### src/rtl/tap_route.sv
// IEEE 1149.1-style TAP controller presenting a fixed IDCODE or BYPASS on TDO_Pad.
// Define TAP_ROUTE_TMS_PULSE_EN to treat TMS_Pad as a return-to-zero pulse input.
`timescale 1ns/1ps
module tap_route (
  input  logic GCLK_Pad,
  input  logic RSTN_Pad,
  input  logic TMS_Pad,
  output logic TDO_Pad
);

  localparam logic [31:0] IDCODE     = 32'h1ABC_D001;
  localparam logic [3:0]  IR_CAPTURE = 4'b0001;
  localparam logic [3:0]  IR_IDCODE  = 4'b0001;

  typedef enum logic [3:0] {
    TLR, RTI, SEL_DR, CAP_DR, SHIFT_DR, EXIT1_DR, PAUSE_DR, EXIT2_DR, UPD_DR,
    SEL_IR, CAP_IR, SHIFT_IR, EXIT1_IR, PAUSE_IR, EXIT2_IR, UPD_IR
  } state_t;

  state_t      state, next_state;
  logic        tms;
  logic [3:0]  ir, ir_shift;
  logic [31:0] dr_shift;
  logic        bypass;
  logic        tdo_next;

`ifdef TAP_ROUTE_TMS_PULSE_EN
  // Each pulse flips tms_toggle; a change since the last GCLK edge reads as TMS=1.
  logic tms_toggle, tms_seen;

  always_ff @(posedge TMS_Pad or negedge RSTN_Pad) begin
    if (!RSTN_Pad) tms_toggle <= 1'b0;
    else           tms_toggle <= ~tms_toggle;
  end

  always_ff @(posedge GCLK_Pad or negedge RSTN_Pad) begin
    if (!RSTN_Pad) tms_seen <= 1'b0;
    else           tms_seen <= tms_toggle;
  end

  assign tms = tms_toggle ^ tms_seen;
`else
  assign tms = TMS_Pad;
`endif

  always_ff @(posedge GCLK_Pad or negedge RSTN_Pad) begin
    if (!RSTN_Pad) state <= TLR;
    else           state <= next_state;
  end

  always_comb begin
    next_state = state;
    case (state)
      TLR:      next_state = tms ? TLR      : RTI;
      RTI:      next_state = tms ? SEL_DR   : RTI;
      SEL_DR:   next_state = tms ? SEL_IR   : CAP_DR;
      CAP_DR:   next_state = tms ? EXIT1_DR : SHIFT_DR;
      SHIFT_DR: next_state = tms ? EXIT1_DR : SHIFT_DR;
      EXIT1_DR: next_state = tms ? UPD_DR   : PAUSE_DR;
      PAUSE_DR: next_state = tms ? EXIT2_DR : PAUSE_DR;
      EXIT2_DR: next_state = tms ? UPD_DR   : SHIFT_DR;
      UPD_DR:   next_state = tms ? SEL_DR   : RTI;
      SEL_IR:   next_state = tms ? TLR      : CAP_IR;
      CAP_IR:   next_state = tms ? EXIT1_IR : SHIFT_IR;
      SHIFT_IR: next_state = tms ? EXIT1_IR : SHIFT_IR;
      EXIT1_IR: next_state = tms ? UPD_IR   : PAUSE_IR;
      PAUSE_IR: next_state = tms ? EXIT2_IR : PAUSE_IR;
      EXIT2_IR: next_state = tms ? UPD_IR   : SHIFT_IR;
      UPD_IR:   next_state = tms ? SEL_DR   : RTI;
      default:  next_state = TLR;
    endcase
  end

  // TDO carries data only while staying in a shift state; it drops on the leaving edge.
  always_comb begin
    tdo_next = 1'b0;
    if (state == SHIFT_DR && !tms)
      tdo_next = (ir == IR_IDCODE) ? dr_shift[0] : bypass;
    else if (state == SHIFT_IR && !tms)
      tdo_next = ir_shift[0];
  end

  always_ff @(posedge GCLK_Pad or negedge RSTN_Pad) begin
    if (!RSTN_Pad) begin
      ir       <= IR_IDCODE;
      ir_shift <= 4'b0000;
      dr_shift <= 32'h0;
      bypass   <= 1'b0;
      TDO_Pad  <= 1'b0;
    end else begin
      TDO_Pad <= tdo_next;
      case (state)
        TLR:      ir       <= IR_IDCODE;
        CAP_IR:   ir_shift <= IR_CAPTURE;
        SHIFT_IR: ir_shift <= {1'b0, ir_shift[3:1]};
        UPD_IR:   ir       <= ir_shift;
        CAP_DR: begin
          if (ir == IR_IDCODE) dr_shift <= IDCODE;
          else                 bypass   <= 1'b0;
        end
        SHIFT_DR: begin
          if (ir == IR_IDCODE) dr_shift <= {1'b0, dr_shift[31:1]};
          else                 bypass   <= 1'b0;
        end
        default: ;
      endcase
    end
  end

endmodule

### config.mk
export PLATFORM = sky130hd
export DESIGN_NAME = tap_route
export DESIGN_NICKNAME = d
export VERILOG_FILES = /design/src/rtl/tap_route.sv
export SDC_FILE = /design/constraint.sdc
export NUM_CORES = 1
export LEC_CHECK = 0
export CAP_MARGIN = 20
export CORE_ASPECT_RATIO = 0.9
export CORE_UTILIZATION = 57
export CTS_CLUSTER_DIAMETER = 40
export CTS_CLUSTER_SIZE = 10
export DETAILED_ROUTE_END_ITERATION = 16
export PLACE_DENSITY = 0.75
export REMOVE_ABC_BUFFERS = 1
export SYNTH_ARGS = -nofsm -noshare
export SYNTH_HDL_FRONTEND = slang
export SYNTH_SLANG_ARGS = --single-unit
### constraint.sdc
create_clock -name GCLK_Pad -period 1.6 [get_ports GCLK_Pad]
set_input_delay 0.24 -clock GCLK_Pad [delete_from_list [all_inputs] [get_ports GCLK_Pad]]
set_output_delay 0.24 -clock GCLK_Pad [all_outputs]
set_load 0.02 [all_outputs]
## Word-level counts from Yosys, hierarchy flattened

Cells that the tools add are included.

- Eq/ne operators: 18
- Multiplexer cells: 21
- Reductions and logical operators: 11

Operators by type and width:

| operator | count |
|---|---|
| 32-bit two-way mux | 2 |
| 32-bit case mux with 2 select lines | 1 |
| 4-bit case mux with 12 select lines | 1 |
| 4-bit == test (second input constant) | 8 |
| 4-bit by 3-bit == test with 1-bit output (second input constant) | 4 |
| 4-bit two-way mux | 4 |
| 4-bit case mux with 2 select lines | 2 |
| 4-bit by 1-bit == test with 1-bit output (second input constant) | 2 |
| 4-bit by 2-bit == test with 1-bit output (second input constant) | 2 |
| 1-bit two-way mux | 6 |
| 2-bit two-way mux | 3 |
| 3-bit two-way mux | 2 |
| 2-bit nonzero test | 3 |
| 4-bit zero test | 1 |
| 2-bit OR reduction | 2 |
| 3-bit AND reduction | 1 |
| 3-bit OR reduction | 1 |
| 1-bit logical AND | 2 |
| 2-bit by 1-bit inequality test with 1-bit output (second input constant) | 1 |
| 2-bit inequality test (second input constant) | 1 |
| 1-bit zero test | 1 |

- Flip-flop bits (word level): 45
- Input bits: 3
- Word-level logic and storage cells: 55

## Logic depth before layout (Yosys ltp)

Gate-level depths: netlist of the first run.

- Depth in word-level cells: 4
- Gate-level depth with buffers: 7
- Mapped depth without buffers: 4

## Worst setup path after synthesis of the first run

OpenSTA, ideal clock, no wires.

- Path kind: flip-flop to flip-flop
- Start: register state[2]
- End: register dr_shift[12]
- Setup time: 0.121 ns
- Arrival time: 1.210 ns
- Path slack: 0.269 ns
- Stages on the path, launching flop included: 6
- Path buffers: 2
- Period minus slack after synthesis: 1.331 ns
- Path through: dfrtp_1 buf_2 a22o_1 and3b_4 buf_6 o22a_1

- Longest elaborated chain between the ends: 3

RTL lines:

| element | line | text |
|---|---|---|
| start, declared | 20 | `state_t state, next_state;` |
| start signal, assigned | 48 | `else state <= next_state;` |
| 4-bit by 2-bit == test with 1-bit output or 4-bit by 3-bit == test with 1-bit output (tied branches) | 92 | `case (state)` |
| 2-bit inequality test (no line) (tied with other cells) | -- |  |
| 3-bit AND reduction (no line) | -- |  |
| end signal, assigned | 102 | `if (ir == IR_IDCODE) dr_shift <= {1'b0, dr_shift[31:1]};` |
| end, declared | 23 | `logic [31:0] dr_shift;` |

Parallel ways exist; a longest one is shown, timed or not.
A chain may end at the register's enable or synchronous reset.

## Final worst setup path of the first run

- Start: register TDO_Pad
- End: output TDO_Pad

RTL lines:

| element | line | text |
|---|---|---|
| start, declared | 8 | `output logic TDO_Pad` |
| start signal, assigned | 91 | `TDO_Pad <= tdo_next;` |

No word-level cell between the ends.

==> results.ini, run 1 <==
[run_status]
status = finished clean

[worst_setup_path]
cp_top_family = buffers and inverters
start_kind = flop
slowest_delay_ns = 0.59
cp_num_cells = 1
path_max_fanout = 1
end_kind = output port
cp_slowest_cell = clkdlybuf4s50_1
cp.required_ns = 1.36
reg2reg_from = state[1]$_DFF_PN0_
crit_chain = clkdlybuf4s50_1
reg2regPathDepth = 5
crit_start = TDO_Pad$_DFF_PN0_
arrival_ns = 1.25
critPathBufInv = 1
path_class = reg -> out

[clock_tree]
cts_buffers = 5
clock_path_buffers = 2
cts_resized = 0
cts_tree = yes
clk_root_buffer_cell = clkbuf_4
post_cts_buffers = 0
h-tree-depth = 2
clock-sinks = 36
hold_buffers = 0
clk_pin_slew_ns = 0.10
worst_skew_pair.late_latency_ns = 0.33

[grt]
grt_pass1_wl_um = 4146
antenna_found_initial = 0
grt.total_usage = 0.1987
grt_pass1_vias = 881
grt_max_degree = 37
grt-ovfl-total = 0

[floorplan]
initial_utilization = 0.6104
core_mm2 = 0.002489
io_pins = 4
die_h_um = 50.98
rows = 17
dieArea_mm2 = 0.002876
fp.dieW_um = 56.42

[timing]
drv_slew = 0
finalSetupTns_ns = 0
setup_slack_ns = 0.1125
rsz0062_at_grt = no
finalCritPeriodShare = 0.9297
final_hold_viol_count = 0
setup_viol = 0
slew_headroom = 0.8317
fmax_mhz = 672.3
period_needed_ns = 1.488
finClkSkew_ns = 0.004531
hold_slack_ns = 0.2734
tightest_slew_ns = 0.2517

[power]
irDropWorstVdd_mv = 1.332
powerDensity_mw_per_mm2 = 2037
p_leak_nw = 0.7360
total_power_mw = 3.405

[final_layout]
n_antenna_cell = 0
layout_commonest_cell = dfrtp_1
fin_cells = 159
fin_nets = 133
fin_util = 0.6717
area_growth_pct = 10.05
final_cell_mix = dfrtp_1, a22o_1, o22a_1
drive_gt1_frac = 0.1603
final_cell_area_mm2 = 0.001672

[routing]
vias = 998
drt_iter0_drc = 33
wl_per_cell_um = 15.40
routed_via_density = 6.277
drtPass1Iterations = 4
drcViolationCount = 0
detail-route-antenna-nets = 0
wirelength_um = 2449

[placement]
hpwlAfterDp_um = 1608
portBuffers = 3
gp_congestion = 0.8020
placed_area_mm2 = 0.001613
pre_cts_slack_ns = -0.01224
post-place-cells = 151

[run]
drv_cap = 0

[yosys]
synth_cell_types = 35
ys_async_sr_fraction = 1.000
syn_inst = 121
ys_ff_latch = 36
netlist_area_mm2 = 0.001519
synth-main-ff-cell = dfrtp_1
syn-mean-instance-area_um2 = 12.55
yosysWarnings = 0
synth_edf_count = 0
ys_seq_area_frac = 0.5939

[min_path]
worstHoldPathType = in -> async

-- metal layers --
metal,global-route usage,vias to the layer above,part of all wire
met3,0.05316,4,0.049
li1,-,480,-
met4,0.1098,0,0.019
met2,0.2798,23,0.43
met1,0.2806,491,0.50
met5,0,-,0
-- Yosys cell counts, types with 2 or more instances --
library cell / instances / area [µm²]
dfrtp_1: 35 / 875.8
a22o_1: 18 / 157.7
o22a_1: 11 / 96.34
nor2_1: 6 / 22.52
a21oi_1: 4 / 20.02
a211oi_1: 3 / 22.52
buf_2: 3 / 15.01
buf_6: 3 / 33.78
clkbuf_1: 3 / 11.26
nand2_1: 3 / 11.26
o21ai_0: 3 / 15.01
buf_4: 2 / 15.01
nand2b_1: 2 / 12.51
nor3_1: 2 / 10.01
o21a_1: 2 / 15.01
o22ai_1: 2 / 12.51
-- final cells by class --
type                    instances  area [µm²]
flip-flops and latches         36       902.1
clock buffers                   8       58.81
well taps                      28       35.03
multi-input cells              73       538.0
repair buffers                 14       137.6
fillers                       194       817.0
-- logic make-up after synthesis --
group | count (synthesis) | share of synthesized area
AO/OA/AOI/OAI | 51 | 0.2652
flip-flops | 36 | 0.5939
AND/OR/NAND/NOR | 21 | 0.08320
buffers and inverters | 12 | 0.05188
XOR/XNOR | 1 | 0.005767
-- report_power, final --
part | total [mW] | switching (mW) | internal, mW | leakage (nW)
clock | 0.490 | 0.273 | 0.217 | 0.0326
combinational | 1.40 | 0.681 | 0.723 | 0.265
sequential | 1.51 | 0.237 | 1.27 | 0.438
-- final timing paths --
| kind | slack (ns) | to |
|---|---|---|
| setup / recovery | 0.11 | TDO_Pad |
| hold / removal | 0.27 | dr_shift[7]$_DFFE_PN0P_ |
| setup reg to reg | 0.15 | dr_shift[3]$_DFFE_PN0P_ |
| hold reg to reg | 0.50 | dr_shift[23]$_DFFE_PN0P_ |
| max in group asynchronous | 1.08 | ir[0]$_DFFE_PN1P_ |
| min in group GCLK_Pad | 0.50 | dr_shift[23]$_DFFE_PN0P_ |
-- sequential cells by signal, indices dropped and copies added, names as in the netlist --
name	cells
state	4
ir	1
dr_shift	29
TDO_Pad	1
ir_shift	1
Note: power is estimated with default switching activity, not from simulation.
==> inputs of run 2 (changes only) <==
--- a/config.mk
+++ b/config.mk
@@ -5,8 +5,9 @@
 export SDC_FILE = /design/constraint.sdc
 export NUM_CORES = 1
 export LEC_CHECK = 0
+export ABC_CLOCK_PERIOD_IN_PS = 1600
 export CAP_MARGIN = 20
-export CORE_ASPECT_RATIO = 0.9
+export CORE_ASPECT_RATIO = 1.75
 export CORE_UTILIZATION = 57
 export CTS_CLUSTER_DIAMETER = 40
 export CTS_CLUSTER_SIZE = 10
==> run 2 against run 1 <==
Compared with the run above:
- cell count is 1.3% lower
- clock power is 33% higher
- critical endpoint unchanged
- largest cell class unchanged
- global-route usage up 3.6 points
- wire length increased by 9.6%
==> results.ini, run 2 (synthesis results as in run 1) <==
[run_status]
status = finished clean

[placement]
gp_congestion = 0.7011
post-place-cells = 149
hpwlAfterDp_um = 1759
portBuffers = 3
placed_area_mm2 = 0.001598

[worst_setup_path]
cp_top_family = buffers and inverters
crit_chain = clkdlybuf4s50_1
path_class = reg -> out
critPathBufInv = 1
slowest_delay_ns = 0.60
path_max_fanout = 1
arrival_ns = 1.21
cp.required_ns = 1.36
cp_slowest_cell = clkdlybuf4s50_1
end_kind = output port
start_kind = flop

[timing]
tightest_slew_ns = 0.2903
setup_viol = 0
finalSetupTns_ns = 0
hold_slack_ns = 0.3266
period_needed_ns = 1.451
rsz0062_at_grt = no
drv_slew = 0
finClkSkew_ns = 0.004112
fmax_mhz = 689.2
finalCritPeriodShare = 0.9068
final_hold_viol_count = 0
slew_headroom = 0.8058

[final_layout]
fin_nets = 133
n_antenna_cell = 0
largest_register = dr_shift
layout_commonest_cell = dfrtp_1
largest_reg_flops = 29
reg.largest.list = dr_shift x29, state x4
area_growth_pct = 11.12
fin_cells = 157
fin_util = 0.6691
final_cell_mix = dfrtp_1, a22o_1, o22a_1
final_cell_area_mm2 = 0.001688
drive_gt1_frac = 0.1603

[routing]
drtPass1Iterations = 4
wirelength_um = 2683
drcViolationCount = 0
wl_per_cell_um = 17.09
drt_iter0_drc = 25
routed_via_density = 6.369
detail-route-antenna-nets = 0
vias = 1000

[clock_tree]
h-tree-depth = 2
cts_tree = yes
clock_path_buffers = 2
cts_resized = 0
clk_root_buffer_cell = clkbuf_8
cts_buffers = 5
clk_pin_slew_ns = 0.07
hold_buffers = 0
post_cts_buffers = 0
clock-sinks = 36
worst_skew_pair.late_latency_ns = 0.29

[power]
powerDensity_mw_per_mm2 = 2097
p_leak_nw = 0.7424
irDropWorstVdd_mv = 1.193

[floorplan]
io_pins = 4
rows = 24
core_mm2 = 0.002522
die_h_um = 70.29
dieArea_mm2 = 0.002883
initial_utilization = 0.6022
fp.dieW_um = 41.02

[grt]
antenna_found_initial = 0
grt_pass1_wl_um = 4547
grt_pass1_vias = 1001
grt.total_usage = 0.2343
grt-ovfl-total = 0
grt_max_degree = 37

[min_path]
worstHoldPathType = in -> async

[run]
drv_cap = 0

-- run 2: changes by cell type in the layout (fill, tap and decap cells not counted) --
| cell | delta |
|---|---|
| buf_12 | -1 |
| clkbuf_4 | -5 |
| clkbuf_8 | +5 |
| buf_4 | +1 |
-- run 2: path summary, 6_finish.rpt --
check                                         start                  endpoint  slack, ns  cells after the start
setup / recovery                  TDO_Pad$_DFF_PN0_                   TDO_Pad       0.15                      1
hold / removal                             RSTN_Pad  dr_shift[17]$_DFFE_PN0P_       0.33                      2
setup reg to reg                 state[0]$_DFF_PN0_   dr_shift[2]$_DFFE_PN0P_       0.17                      4
hold reg to reg            dr_shift[27]$_DFFE_PN0P_  dr_shift[27]$_DFFE_PN0P_       0.49                      1
max in group asynchronous                  RSTN_Pad         ir[0]$_DFFE_PN1P_       1.03                      2
min in group GCLK_Pad      dr_shift[27]$_DFFE_PN0P_  dr_shift[27]$_DFFE_PN0P_       0.49                      1
-- run 2: cell type report --
| type | count | area [µm²] |
|---|---|---|
| Fill cell | 204 | 834.6 |
| Clock buffer | 8 | 90.09 |
| Tap cell | 26 | 32.53 |
| Sequential cell | 36 | 902.1 |
| Multi-Input combinational cell | 73 | 538.0 |
| Timing Repair Buffer | 14 | 125.1 |
-- run 2: where the power goes --
group          switching, mW  internal, mW
sequential             0.248          1.28
clock                  0.299         0.351
combinational          0.672         0.691
total                   1.22          2.32
-- run 2: stage by stage --
stage / total power, mW / worst slack, ns
floorplan: 2.434 / 0.07829
global placement: 2.829 / 0.01568
detailed placement: 2.898 / -0.04443
CTS: 3.562 / 0.1348
global route: 3.790 / 0.04042
finish: 3.539 / 0.1491
-- run 2: routing by layer --
layer  wire, µm  track usage  part of all wire
met1       1183       0.3143              0.44
met2       1341       0.3212              0.50
met3         81      0.08889             0.030
met4         76       0.1185             0.028
met5          0            0                 0
==> inputs of run 3 (changes only) <==
--- a/config.mk
+++ b/config.mk
@@ -5,10 +5,11 @@
 export SDC_FILE = /design/constraint.sdc
 export NUM_CORES = 1
 export LEC_CHECK = 0
-export ABC_CLOCK_PERIOD_IN_PS = 1600
+export ABC_AREA = 1
+export ABC_CLOCK_PERIOD_IN_PS = 1300
 export CAP_MARGIN = 20
 export CORE_ASPECT_RATIO = 1.75
-export CORE_UTILIZATION = 57
+export CORE_UTILIZATION = 54
 export CTS_CLUSTER_DIAMETER = 40
 export CTS_CLUSTER_SIZE = 10
 export DETAILED_ROUTE_END_ITERATION = 16
==> constraint.sdc (replaced) <==
create_clock -name GCLK_Pad -period 1.3 [get_ports GCLK_Pad]
set_input_delay 0.195 -clock GCLK_Pad [delete_from_list [all_inputs] [get_ports GCLK_Pad]]
set_output_delay 0.195 -clock GCLK_Pad [all_outputs]
set_load 0.02 [all_outputs]
==> run 3 against run 2 <==
Compared with the run above:
- the run now ends with negative setup slack left
- clock skew increased by 0.0078 ns
- via count increased by 39%
- worst hold slack got worse by 0.054 ns
- synthesized area increased by 5.2%
- worst setup slack got worse by 0.18 ns
- cell area increased by 21%
- synthesized cell count increased by 62%
- power increased by 34%
- wire length increased by 32%
- first-iteration DRC count increased by 120%
- count of clock-buffer cells in the layout unchanged
- sequential share of layout area decreased by 9.2 points
==> results.ini, run 3 <==
[clock_tree]
h-tree-depth = 2
cts_buffers = 5
worst_skew_pair.late_latency_ns = 0.29
clock-sinks = 36
clk_root_buffer_cell = clkbuf_8
cts_tree = yes
clock_path_buffers = 2
clk_pin_slew_ns = 0.07

[power]
comb_power_share = 0.429
switching_share = 0.3760
internal_power_mw = 2.953
total_power_mw = 4.732
p_sw_mw = 1.779
powerDensity_mw_per_mm2 = 2313
seq_power_share = 0.392
irDropWorstVdd_mv = 1.341
clockPowerShare = 0.179
p_leak_nw = 1.105

[yosys]
yosysTopAreaCellShare = 0.5482
syn-mean-instance-area_um2 = 8.152
yosysWarnings = 0
synth_most_common_cell = nand2_1
synth_edf_count = 0
ys_seq_area_frac = 0.5646
synth-main-ff-cell = dfrtp_1
ys_async_sr_fraction = 1.000
netlist_area_mm2 = 0.001598
synth_commonest_cells = nand2_1, dfrtp_1, nor2_1, o21ai_0, inv_1
synth_area_leaders = dfrtp_1, nand2_1, nor2_1
syn_inst = 196
ys_ff_latch = 36
synth_cell_types = 22
synth_top_cell_by_area = dfrtp_1

[grt]
grt.total_usage = 0.2157
antenna_found_initial = 0
grt_pass1_vias = 1199
grt-ovfl-total = 0
grt_pass1_wl_um = 5023
grt_max_degree = 40

[timing]
finalCritPeriodShare = 1.024
period_needed_ns = 1.331
setup_viol = 3
setup_slack_ns = -0.03141
hold_slack_ns = 0.2723
fmax_mhz = 751.1
rsz0062_at_grt = yes
final_hold_viol_count = 0
drv_slew = 0
tightest_slew_ns = 0.2557
finClkSkew_ns = 0.01191
slew_headroom = 0.8282

[final_layout]
reg.largest.list = dr_shift x29, state x4
fin_nets = 226
area_growth_pct = 28.03
drive_gt1_frac = 0.2679
layout_commonest_cell = nand2_1
fin_cells = 251
largest_register = dr_shift
num-fill-cells = 198
fin_util = 0.7432
n_antenna_cell = 0
largest_reg_flops = 29
final_cell_mix = nand2_1, dfrtp_1, buf_4

[worst_setup_path]
end_kind = flop
path_max_fanout = 19
cp.required_ns = 1.51
start_kind = flop
r2r_slack_ns = -0.03
path_class = reg -> reg
arrival_ns = 1.54

[routing]
wl_per_cell_um = 14.09
drt_iter0_drc = 56
detail-route-antenna-nets = 0
wirelength_um = 3536
routed_via_density = 5.530
drcViolationCount = 0
drtPass1Iterations = 5
vias = 1388

[run_status]
violations = negative setup slack
status = finished, violations left

[floorplan]
rows = 25
fp.dieW_um = 43.12
dieArea_mm2 = 0.003189
initial_utilization = 0.5805
core_mm2 = 0.002753
die_h_um = 73.96
io_pins = 4

[min_path]
worstHoldPathType = in -> async

[placement]
post-place-cells = 237
gp_congestion = 0.9232
portBuffers = 3
pre_cts_slack_ns = -0.04569
hpwlAfterDp_um = 2182

[run]
drv_cap = 0

[run 3: cell families (layout without fill, tap and decap cells)]
kind of cell,after synthesis,in the layout,synth area share
compound gates,22,22,0.07519
simple gates,120,120,0.3046
buf+inv,18,46,0.05559
flops,36,36,0.5646
[run 3: repair_timing]
item / in CTS / in global routing
gates resized for setup: 7 / 36
setup endpoints to repair: 32 / 33
gates cloned: 0 / 2
hold endpoints to repair: 0 / 0
pin swaps: 1 / 6
hold buffers: 0 / 0
buffers inserted: 0 / 4
[run 3: worst max-delay path, stage by stage, from the launching register on]
cell,delay [ns]
dfrtp_2,0.46
nor2_4,0.16
nand2_2,0.09
nand2_4,0.09
nand2_4,0.07
clkbuf_16,0.18
o21ai_0,0.18
[run 3: routing by layer]
metal	track usage	wire length (µm)	vias to the layer above
li1	-	-	669
met1	0.2289	1273	655
met2	0.3765	1949	51
met3	0.05097	172	13
met4	0.1347	141	0
met5	0	0	-
[run 3: area by class of cell]
| class | instances | area (µm²) | share of cell area |
|---|---|---|---|
| Clock buffer | 8 | 100.1 | 0.04893 |
| Inverter | 12 | 45.04 | 0.02202 |
| Multi-Input combinational cell | 142 | 688.2 | 0.3364 |
| Sequential cell | 36 | 905.9 | 0.4428 |
| Tap cell | 27 | 33.78 | 0.01651 |
| Timing Repair Buffer | 26 | 272.8 | 0.1333 |
[run 3: power groups by stage]
stage	registers [mW]	logic, mW	clock network, mW
floorplan	1.76	0.943	0
global placement	1.80	1.49	0
detailed placement	1.82	1.54	0
CTS	1.81	1.56	0.868
global route	1.91	2.24	0.911
finish	1.86	2.03	0.846
[run 3: worst paths after layout]
kind / end / startpoint / cells after the start
setup / recovery: dr_shift[25]$_DFFE_PN0P_ / state[3]$_DFF_PN0_ / 6
hold / removal: dr_shift[21]$_DFFE_PN0P_ / RSTN_Pad / 2
setup reg to reg: dr_shift[25]$_DFFE_PN0P_ / state[3]$_DFF_PN0_ / 6
hold reg to reg: dr_shift[8]$_DFFE_PN0P_ / dr_shift[8]$_DFFE_PN0P_ / 2
max in group asynchronous: ir[0]$_DFFE_PN1P_ / RSTN_Pad / 2
min in group GCLK_Pad: dr_shift[8]$_DFFE_PN0P_ / dr_shift[8]$_DFFE_PN0P_ / 2
[run 3: stage by stage]
step | TNS, ns | cell area [µm²]
after floorplan | -6.135 | 1554
after global placement | -0.03089 | 1770
after detailed placement | -0.4080 | 1770
after CTS | -0.01697 | 1883
after global routing | -1.188 | 2046
final | -0.03774 | 2046
